<file path="config.mk">
export PLATFORM = sky130hd
export DESIGN_NAME = mem_arbiter
export DESIGN_NICKNAME = d
export VERILOG_FILES = /design/src/rtl/mem_arbiter.sv
export SDC_FILE = /design/constraint.sdc
export NUM_CORES = 1
export LEC_CHECK = 0
export ABC_CLOCK_PERIOD_IN_PS = 1800
export BUFFER_PORTS_ARGS = -buffer_cell sky130_fd_sc_hd__buf_4
export CAP_MARGIN = 20
export CORE_UTILIZATION = 42
export CTS_CLUSTER_SIZE = 24
export DETAILED_ROUTE_END_ITERATION = 10
export PLACE_DENSITY = 0.77
export SLEW_MARGIN = 20
export SYNTH_ARGS = -nofsm -noshare
export SYNTH_HDL_FRONTEND = slang
export SYNTH_SLANG_ARGS = --single-unit
</file>
<file path="constraint.sdc">
create_clock -name clk -period 1.8 [get_ports clk]
set_input_delay 0.27 -clock clk [delete_from_list [all_inputs] [get_ports clk]]
set_output_delay 0.27 -clock clk [all_outputs]
set_load 0.01 [all_outputs]
</file>
<file path="src/rtl/mem_arbiter.sv">
// mem_arbiter: arbitrates one memory port between an instruction-fetch
// requester and a data requester. Data has priority, but fetch wins once it
// has waited through STARVE_LIMIT consecutive data grants. Each access is
// bounded by TIMEOUT busy cycles; an expired access completes with zero data
// and a one-cycle bus_err pulse.
module mem_arbiter #(
  parameter int STARVE_LIMIT = 3,
  parameter int TIMEOUT      = 15
) (
  input  logic        clk,
  input  logic        rst_n,
  // fetch requester
  input  logic        if_req,
  input  logic [31:0] if_addr,
  output logic        if_gnt,
  output logic        if_rvalid,
  output logic [31:0] if_rdata,
  // data requester
  input  logic        dm_req,
  input  logic        dm_we,
  input  logic [31:0] dm_addr,
  input  logic [31:0] dm_wdata,
  input  logic [2:0]  dm_type,
  output logic        dm_gnt,
  output logic        dm_rvalid,
  output logic [31:0] dm_rdata,
  // memory port
  output logic        mem_req,
  output logic        mem_we,
  output logic [31:0] mem_addr,
  output logic [31:0] mem_wdata,
  output logic [2:0]  mem_type,
  input  logic        mem_ack,
  input  logic [31:0] mem_rdata,
  output logic        bus_err
);

  localparam int SW = (STARVE_LIMIT < 1) ? 1 : $clog2(STARVE_LIMIT + 1);
  localparam int WW = (TIMEOUT < 2) ? 1 : $clog2(TIMEOUT + 1);
  localparam logic [SW-1:0] STARVE_MAX = SW'(STARVE_LIMIT);
  localparam logic [WW-1:0] WAIT_LAST  = WW'(TIMEOUT - 1);
  localparam logic [2:0]    TYPE_WORD  = 3'b010;

  typedef enum logic [1:0] {
    IDLE    = 2'd0,
    BUSY_IF = 2'd1,
    BUSY_DM = 2'd2
  } state_t;

  state_t        state_q;
  logic [31:0]   addr_q;
  logic          we_q;
  logic [31:0]   wdata_q;
  logic [2:0]    type_q;
  logic [31:0]   if_rdata_q;
  logic [31:0]   dm_rdata_q;
  logic          if_rvalid_q;
  logic          dm_rvalid_q;
  logic          bus_err_q;
  logic [SW-1:0] starve_cnt_q;
  logic [WW-1:0] wait_cnt_q;

  logic          sel_dm_d;
  logic          sel_if_d;
  logic          if_gnt_d;
  logic          dm_gnt_d;

  // Arbitration: data first, unless fetch has been starved to the limit.
  // NOTE: every signal written here gets a default first so no latch is inferred.
  always_comb begin
    sel_dm_d = 1'b0;
    sel_if_d = 1'b0;
    if_gnt_d = 1'b0;
    dm_gnt_d = 1'b0;
    sel_dm_d = dm_req && !(if_req && (starve_cnt_q == STARVE_MAX));
    sel_if_d = if_req && !sel_dm_d;
    if (rst_n && (state_q == IDLE)) begin
      dm_gnt_d = sel_dm_d;
      if_gnt_d = sel_if_d;
    end
  end

  // Main FSM: grant capture, access tracking, completion and timeout.
  // NOTE: sequential state uses non-blocking assignments only, so every
  // register samples the pre-edge values of its sources.
  always_ff @(posedge clk or negedge rst_n) begin
    if (!rst_n) begin
      state_q      <= IDLE;
      addr_q       <= '0;
      we_q         <= 1'b0;
      wdata_q      <= '0;
      type_q       <= '0;
      if_rdata_q   <= '0;
      dm_rdata_q   <= '0;
      if_rvalid_q  <= 1'b0;
      dm_rvalid_q  <= 1'b0;
      bus_err_q    <= 1'b0;
      starve_cnt_q <= '0;
      wait_cnt_q   <= '0;
    end else begin
      if_rvalid_q <= 1'b0;
      dm_rvalid_q <= 1'b0;
      bus_err_q   <= 1'b0;
      case (state_q)
        IDLE: begin
          if (dm_gnt_d) begin
            state_q    <= BUSY_DM;
            addr_q     <= dm_addr;
            we_q       <= dm_we;
            wdata_q    <= dm_wdata;
            type_q     <= dm_type;
            wait_cnt_q <= '0;
            if (if_req && (starve_cnt_q != STARVE_MAX)) begin
              starve_cnt_q <= starve_cnt_q + 1'b1;
            end
          end else if (if_gnt_d) begin
            state_q      <= BUSY_IF;
            addr_q       <= if_addr;
            we_q         <= 1'b0;
            wdata_q      <= '0;
            type_q       <= TYPE_WORD;
            wait_cnt_q   <= '0;
            starve_cnt_q <= '0;
          end
        end
        BUSY_IF, BUSY_DM: begin
          if (mem_ack) begin
            // An ack on the final wait cycle still counts as a normal completion.
            state_q <= IDLE;
            if (state_q == BUSY_IF) begin
              if_rdata_q  <= mem_rdata;
              if_rvalid_q <= 1'b1;
            end else begin
              dm_rdata_q  <= mem_rdata;
              dm_rvalid_q <= 1'b1;
            end
          end else if (wait_cnt_q == WAIT_LAST) begin
            state_q   <= IDLE;
            bus_err_q <= 1'b1;
            if (state_q == BUSY_IF) begin
              if_rdata_q  <= '0;
              if_rvalid_q <= 1'b1;
            end else begin
              dm_rdata_q  <= '0;
              dm_rvalid_q <= 1'b1;
            end
          end else begin
            wait_cnt_q <= wait_cnt_q + 1'b1;
          end
        end
        default: state_q <= IDLE;
      endcase
    end
  end

  assign if_gnt    = if_gnt_d;
  assign dm_gnt    = dm_gnt_d;
  assign if_rvalid = if_rvalid_q;
  assign dm_rvalid = dm_rvalid_q;
  assign if_rdata  = if_rdata_q;
  assign dm_rdata  = dm_rdata_q;
  assign bus_err   = bus_err_q;
  assign mem_req   = (state_q != IDLE);
  assign mem_we    = we_q;
  assign mem_addr  = addr_q;
  assign mem_wdata = wdata_q;
  assign mem_type  = type_q;

endmodule

</file>
==> results of run 1 <==
worst register-to-register path, cell delays in order, from the launching register on:
cell     delay, ns
dfrtp_1       0.36
inv_2         0.06
ha_4          0.27
and4b_1       0.23
nand3_2       0.09
mux2_4        0.30
a221o_1       0.30
flip-flops by register name, summed over array words and instances, names as in the netlist, 2 cells and up:
register	count
mem_wdata	32
starve_cnt_q	2
wait_cnt_q	4
mem_addr	32
state_q	2
mem_type	3
dm_rdata	32
if_rdata	32
logic make-up after synthesis:
logic type / after synthesis / share of synthesized area
mux: 4 / 0.00727
flops: 143 / 0.630
simple gates: 119 / 0.0842
buf+inv: 78 / 0.0707
compound gates: 157 / 0.197
fa+ha+maj: 5 / 0.0110
layer usage:
metal	part of all wire	GRT usage	up-vias
met5	0	0	-
met4	0.017	0.0929	0
met3	0.084	0.0695	22
met2	0.51	0.411	268
met1	0.39	0.299	2583
li1	-	-	2365
cells in the mapped netlist, drive strengths merged:
cell,n,area (µm²)
a21boi,2,15.0
a211o,1,8.76
nand2b,1,6.26
and4b,1,10.0
mux2i,3,30.0
mux2,1,11.3
a21o,1,7.51
nand2,100,375
o211ai,4,30.0
a21oi,6,33.8
o22a,1,8.76
and3,1,6.26
clkbuf,8,31.3
nor2b,1,6.26
dfrtp,143,3580
a22o,35,307
nand3,6,30.0
o31ai,1,7.51
a221o,1,10.0
inv,40,150
o211a,1,10.0
nor3b,1,7.51
a222oi,31,310
nand4,1,6.26
o21ai,72,360
nor2,6,22.5
nand3b,1,7.51
buf,30,220
a22oi,1,7.51
ha,5,62.6
what timing repair did:
action / in CTS / in global routing
setup endpoints to repair: 3 / 57
endpoints found under the hold margin: 96 / 0
pin swaps: 4 / 7
gates resized for setup: 11 / 12
hold buffers: 1 / 0
cloned: 2 / 3
setup buffers: 6 / 7
final cells by class:
type	instances	area, µm²
fill	1025	4390
sequential	143	3580
timing repair buffer	310	2490
multi-input combinational	285	1750
clock buffer	19	453
tap	176	220
clock inverter	13	151
inverter	40	150
worst max path at each step:
stage | startpoint | to | cells after the start
floorplan | state_q[0] | wait_cnt_q[3] | 7
global placement | state_q[0] | wait_cnt_q[3] | 6
detailed placement | state_q[0] | wait_cnt_q[3] | 6
CTS | starve_cnt_q[1] | dm_gnt | 6
global route | starve_cnt_q[0] | dm_gnt | 6
finish | starve_cnt_q[1] | dm_gnt | 6
per-stage QoR:
step | area [µm²] | setup slack (ns) | util | hold slack, ns | instances
floorplan | 5680 | 0.0197 | - | -0.0256 | 506
global placement | 7920 | 0.0823 | 0.600 | 0.386 | 936
detailed placement | 7920 | 0.0164 | 0.600 | 0.394 | 936
CTS | 8690 | -0.0347 | 0.659 | 0.0539 | 977
global route | 8800 | -0.101 | 0.667 | 0.0560 | 986
finish | 8800 | -0.0375 | 0.667 | 0.0713 | 986
report_power, final:
group          total [mW]  internal, mW  switching [mW]
clock network        3.56          2.14            1.42
logic                5.92          3.08            2.84
registers            5.40          4.55           0.851
==> flow_summary.toml, run 1 <==
[floorplan]
die_area_mm2 = 0.0140
pin_count = 275
die_w_um = 118
die_y_um = 118
start_util = 0.430
fp-row-count = 42
core_mm2 = 0.0132

[setup_path]
r2r_start = "state_q[0]"
r2r-end = "wait_cnt_q[3]"
worstPathArrival_ns = 1.57
path_class = "reg -> out"
cpPeakStageDelay_ns = 0.38
crit_fanout = 3
critPathLaunchType = "flop"
ff2ff_path_depth = 6
cp_slowest_cell = "dfrtp_1"
cpLargestDelayFamily = "flip-flops"
required_ns = 1.53
rrSetupSlack_ns = 0.06
worst-path-buf-inv = 3
endpoint_kind = "output pin"
path_cells = "ha_2 -> a21boi_2 -> nand3_2 -> inv_2 -> buf_12 -> buf_6"

[grt]
grt_pass1_wl_mm = 26.5
grt_max_degree = 97
gr-total-overflow = 0
grt_pass1_vias = 5090
grt_antenna_before_repair = 0
grt_usage = 0.245

[status]
violations = "negative setup slack"
status = "complete, but fails checks"

[pwr]
p_total_mw = 14.9
power_density_mw_per_mm2 = 1690
peakVddDrop_uv = 855
power.leakage_nw = 4.66

[timing]
setup_violations = 1
fin_crit_sh = 1.02
final.min_clock_period_ns = 1.84
skew_ns = 0.00937
relSlewSlack = 0.594
rsz0062_at_grt = "true"
tightest_slew_ns = 0.609
setup_slack_ns = -0.0375
hold_viol = 0
fin_setup_tns_ns = -0.0375
max_clock_freq_mhz = 544
drv_slew = 0

[cells_and_area]
final_common_cell = "buf_4"
num_antenna_cells = 0
area_growth_pct = 54.9
nets = 939
final_cell_mix = "295 x buf_4, 143 x dfrtp_1, 100 x nand2_1, 65 x o21ai_0, 37 x inv_1"
drive_above_1_share = 0.437

[routing]
dr.first_iter.drc_count = 562
via_per_inst = 5.31
drc_errors = 0
finalWirelength_mm = 17.4
ant_nets = 0
firstDrtPassIters = 7
vias = 5238
routedWlPerCell_um = 17.7

[clocking]
worstSkewPairLatency_ns = 0.42
cts_root_buf = "clkbuf_16"
cts_tree = "yes"
cts_buffers = 17
clk_pin_slew_worst_paths_ns = 0.07
htree_levels = 4
clockBufferDepth = 2
cts.sinks = 143

[synthesis]
syn_inst = 506
ys_types = 37
syn_nets = 648
syn_area_mm2 = 0.00568
yosys_warnings = 0
avgSynthCellArea_um2 = 11.2
yosysSeqAreaShare = 0.630
ys_ff_latch = 143

[min_path]
hold_depth = 2
min_path_type = "in -> reg"
min-delay-start = "dm_wdata[31]"
min_to = "mem_wdata[31]"

[run]
cap_violations = 0

[place]
dpl.hpwl_mm = 11.7
io_buffer_count = 274
gp_congestion = 0.830
(Power assumes the default switching activity.)
==> run 2: changes to the inputs <==
--- a/config.mk
+++ b/config.mk
@@ -8,9 +8,9 @@
 export ABC_CLOCK_PERIOD_IN_PS = 1800
 export BUFFER_PORTS_ARGS = -buffer_cell sky130_fd_sc_hd__buf_4
-export CAP_MARGIN = 20
 export CORE_UTILIZATION = 42
 export CTS_CLUSTER_SIZE = 24
 export DETAILED_ROUTE_END_ITERATION = 10
 export PLACE_DENSITY = 0.77
+export RECOVER_POWER = 100
 export SLEW_MARGIN = 20
 export SYNTH_ARGS = -nofsm -noshare
==> constraint.sdc (replaced) <==
create_clock -name clk -period 1.8 [get_ports clk]
set_input_delay 0.18 -clock clk [delete_from_list [all_inputs] [get_ports clk]]
set_output_delay 0.18 -clock clk [all_outputs]
set_load 0.01 [all_outputs]
==> flow_summary.toml, run 2 (same netlist as run 1, synthesis figures left out) <==
[status]
status = "complete, but fails checks"
violations = "negative hold slack, negative setup slack"

[setup_path]
worstPathArrival_ns = 2.13
critPathLaunchType = "flop"
crit_fanout = 8
path_cells = "ha_4 -> a21boi_4 -> nand3_2 -> inv_2 -> buf_6 -> buf_12 -> a222oi_1 -> inv_1"
path_class = "reg -> reg"
required_ns = 2.08
cpPeakStageDelay_ns = 0.45
cp_slowest_cell = "a222oi_1"
endpoint_kind = "flop"

[clocking]
cts.sinks = 143
worstSkewPairLatency_ns = 0.42
htree_levels = 4
cts_buffers = 17
clockBufferDepth = 2
clk_pin_slew_worst_paths_ns = 0.06
cts_root_buf = "clkbuf_16"
cts_tree = "yes"

[timing]
setup_violations = 4
setup_slack_ns = -0.0492
relSlewSlack = 0.581
drv_slew = 0
skew_ns = 0.00709
fin_crit_sh = 1.03
hold_viol = 1
final.min_clock_period_ns = 1.85
max_clock_freq_mhz = 541
hold_ws_ns = -0.00294
tightest_slew_ns = 0.628
fin_setup_tns_ns = -0.0907
rsz0062_at_grt = "true"

[grt]
grt_pass1_vias = 5814
grtUsageMet1 = 0.342
gr-total-overflow = 0
grtUsageMet2 = 0.488
grt_max_degree = 66
grt_usage = 0.293
top_usage_layer = "met2"
grtUsageMet3 = 0.0796
grt_pass1_wl_mm = 31.3
grt_antenna_before_repair = 3

[floorplan]
die_area_mm2 = 0.0140
die_y_um = 118
core_mm2 = 0.0132
die_w_um = 118
pin_count = 275
start_util = 0.430
fp-row-count = 42

[routing]
drc_errors = 0
vias = 5841
routedWlPerCell_um = 19.6
dr.first_iter.drc_count = 681
finalWirelength_mm = 21.1
via_per_inst = 5.43
ant_nets = 0
firstDrtPassIters = 9

[cells_and_area]
drive_above_1_share = 0.392
area_growth_pct = 70.3
final_cells = 1076
nets = 1026
final_common_cell = "buf_4"
fin_area_mm2 = 0.00967
fin_util = 0.733
final_cell_mix = "293 x buf_4, 143 x dfrtp_1, 100 x nand2_1, 89 x dlygate4sd3_1, 65 x o21ai_0"

[pwr]
power_density_mw_per_mm2 = 1560
peakVddDrop_uv = 895
power.leakage_nw = 5.02
p_total_mw = 15.1

[place]
io_buffer_count = 274
gp_congestion = 0.832
dpl.hpwl_mm = 11.6
dpl.cell_count = 937
dpl_cell_area_mm2 = 0.00791
place_ws_ns = 0.0269

[run]
cap_violations = 0

[min_path]
min_path_type = "in -> reg"
run 2: changes by cell type in the layout (fill, tap and decap cells not counted), sizes merged, moves of 2 or more:
cell | before | now
buf | 305 | 303
clkbuf | 22 | 24
clkinv | 2 | 4
diode | 0 | 3
dlygate4sd3 | 1 | 89
run 2: what timing repair did:
action                                  4_1_cts  5_1_grt
endpoints found under the setup margin        2       65
pin swaps                                     3        7
endpoints found under the hold margin        88        0
hold buffers                                 90        0
buffers inserted                              5        5
gates cloned                                  1        4
resized for setup                            10       18
run 2: path summary, 6_finish.rpt:
kind / cells after the start / from / slack, ns / endpoint
setup reg to reg: 8 / starve_cnt_q[0] / -0.05 / mem_addr[0]
max in group asynchronous: 3 / rst_n / 0.83 / dm_rdata[12]
setup / recovery: 8 / starve_cnt_q[0] / -0.05 / mem_addr[0]
hold reg to reg: 2 / if_rdata[29] / 0.48 / if_rdata[29]
min in group asynchronous: 3 / rst_n / 0.34 / bus_err
hold / removal: 3 / if_addr[18] / -0.003 / mem_addr[18]
run 2: layer usage:
layer  up-vias  part of all wire
met5         -                 0
met4         0             0.051
met3        84             0.088
met2       403              0.49
met1      2797              0.37
li1       2557                 -
run 2: report_power, final:
part	leakage [nW]	internal, mW	total, mW	switching, mW
clock	0.277	2.00	3.44	1.44
sequential	1.84	4.55	5.49	0.942
combinational	2.90	3.13	6.17	3.04
total	5.02	9.67	15.1	5.42
run 2: worst max-delay path, delay by kind of cell, from the launching register on:
kind / cells / cell delay, ns
and+or+nand+nor: 1 / 0.11
adders and majority gates: 1 / 0.18
DFF: 1 / 0.43
AOI/OAI and AO/OA: 2 / 0.51
buffers and inverters: 4 / 0.48
run 2: area by class of cell:
type                    count  area, µm²
clock buffers              19        453
repair buffers            397       3370
flip-flops and latches    143       3580
clock inverters            13        128
well taps                 176        220
inverters                  40        150
fillers                   822       3520
multi-input cells         285       1760
diodes                      3       7.51
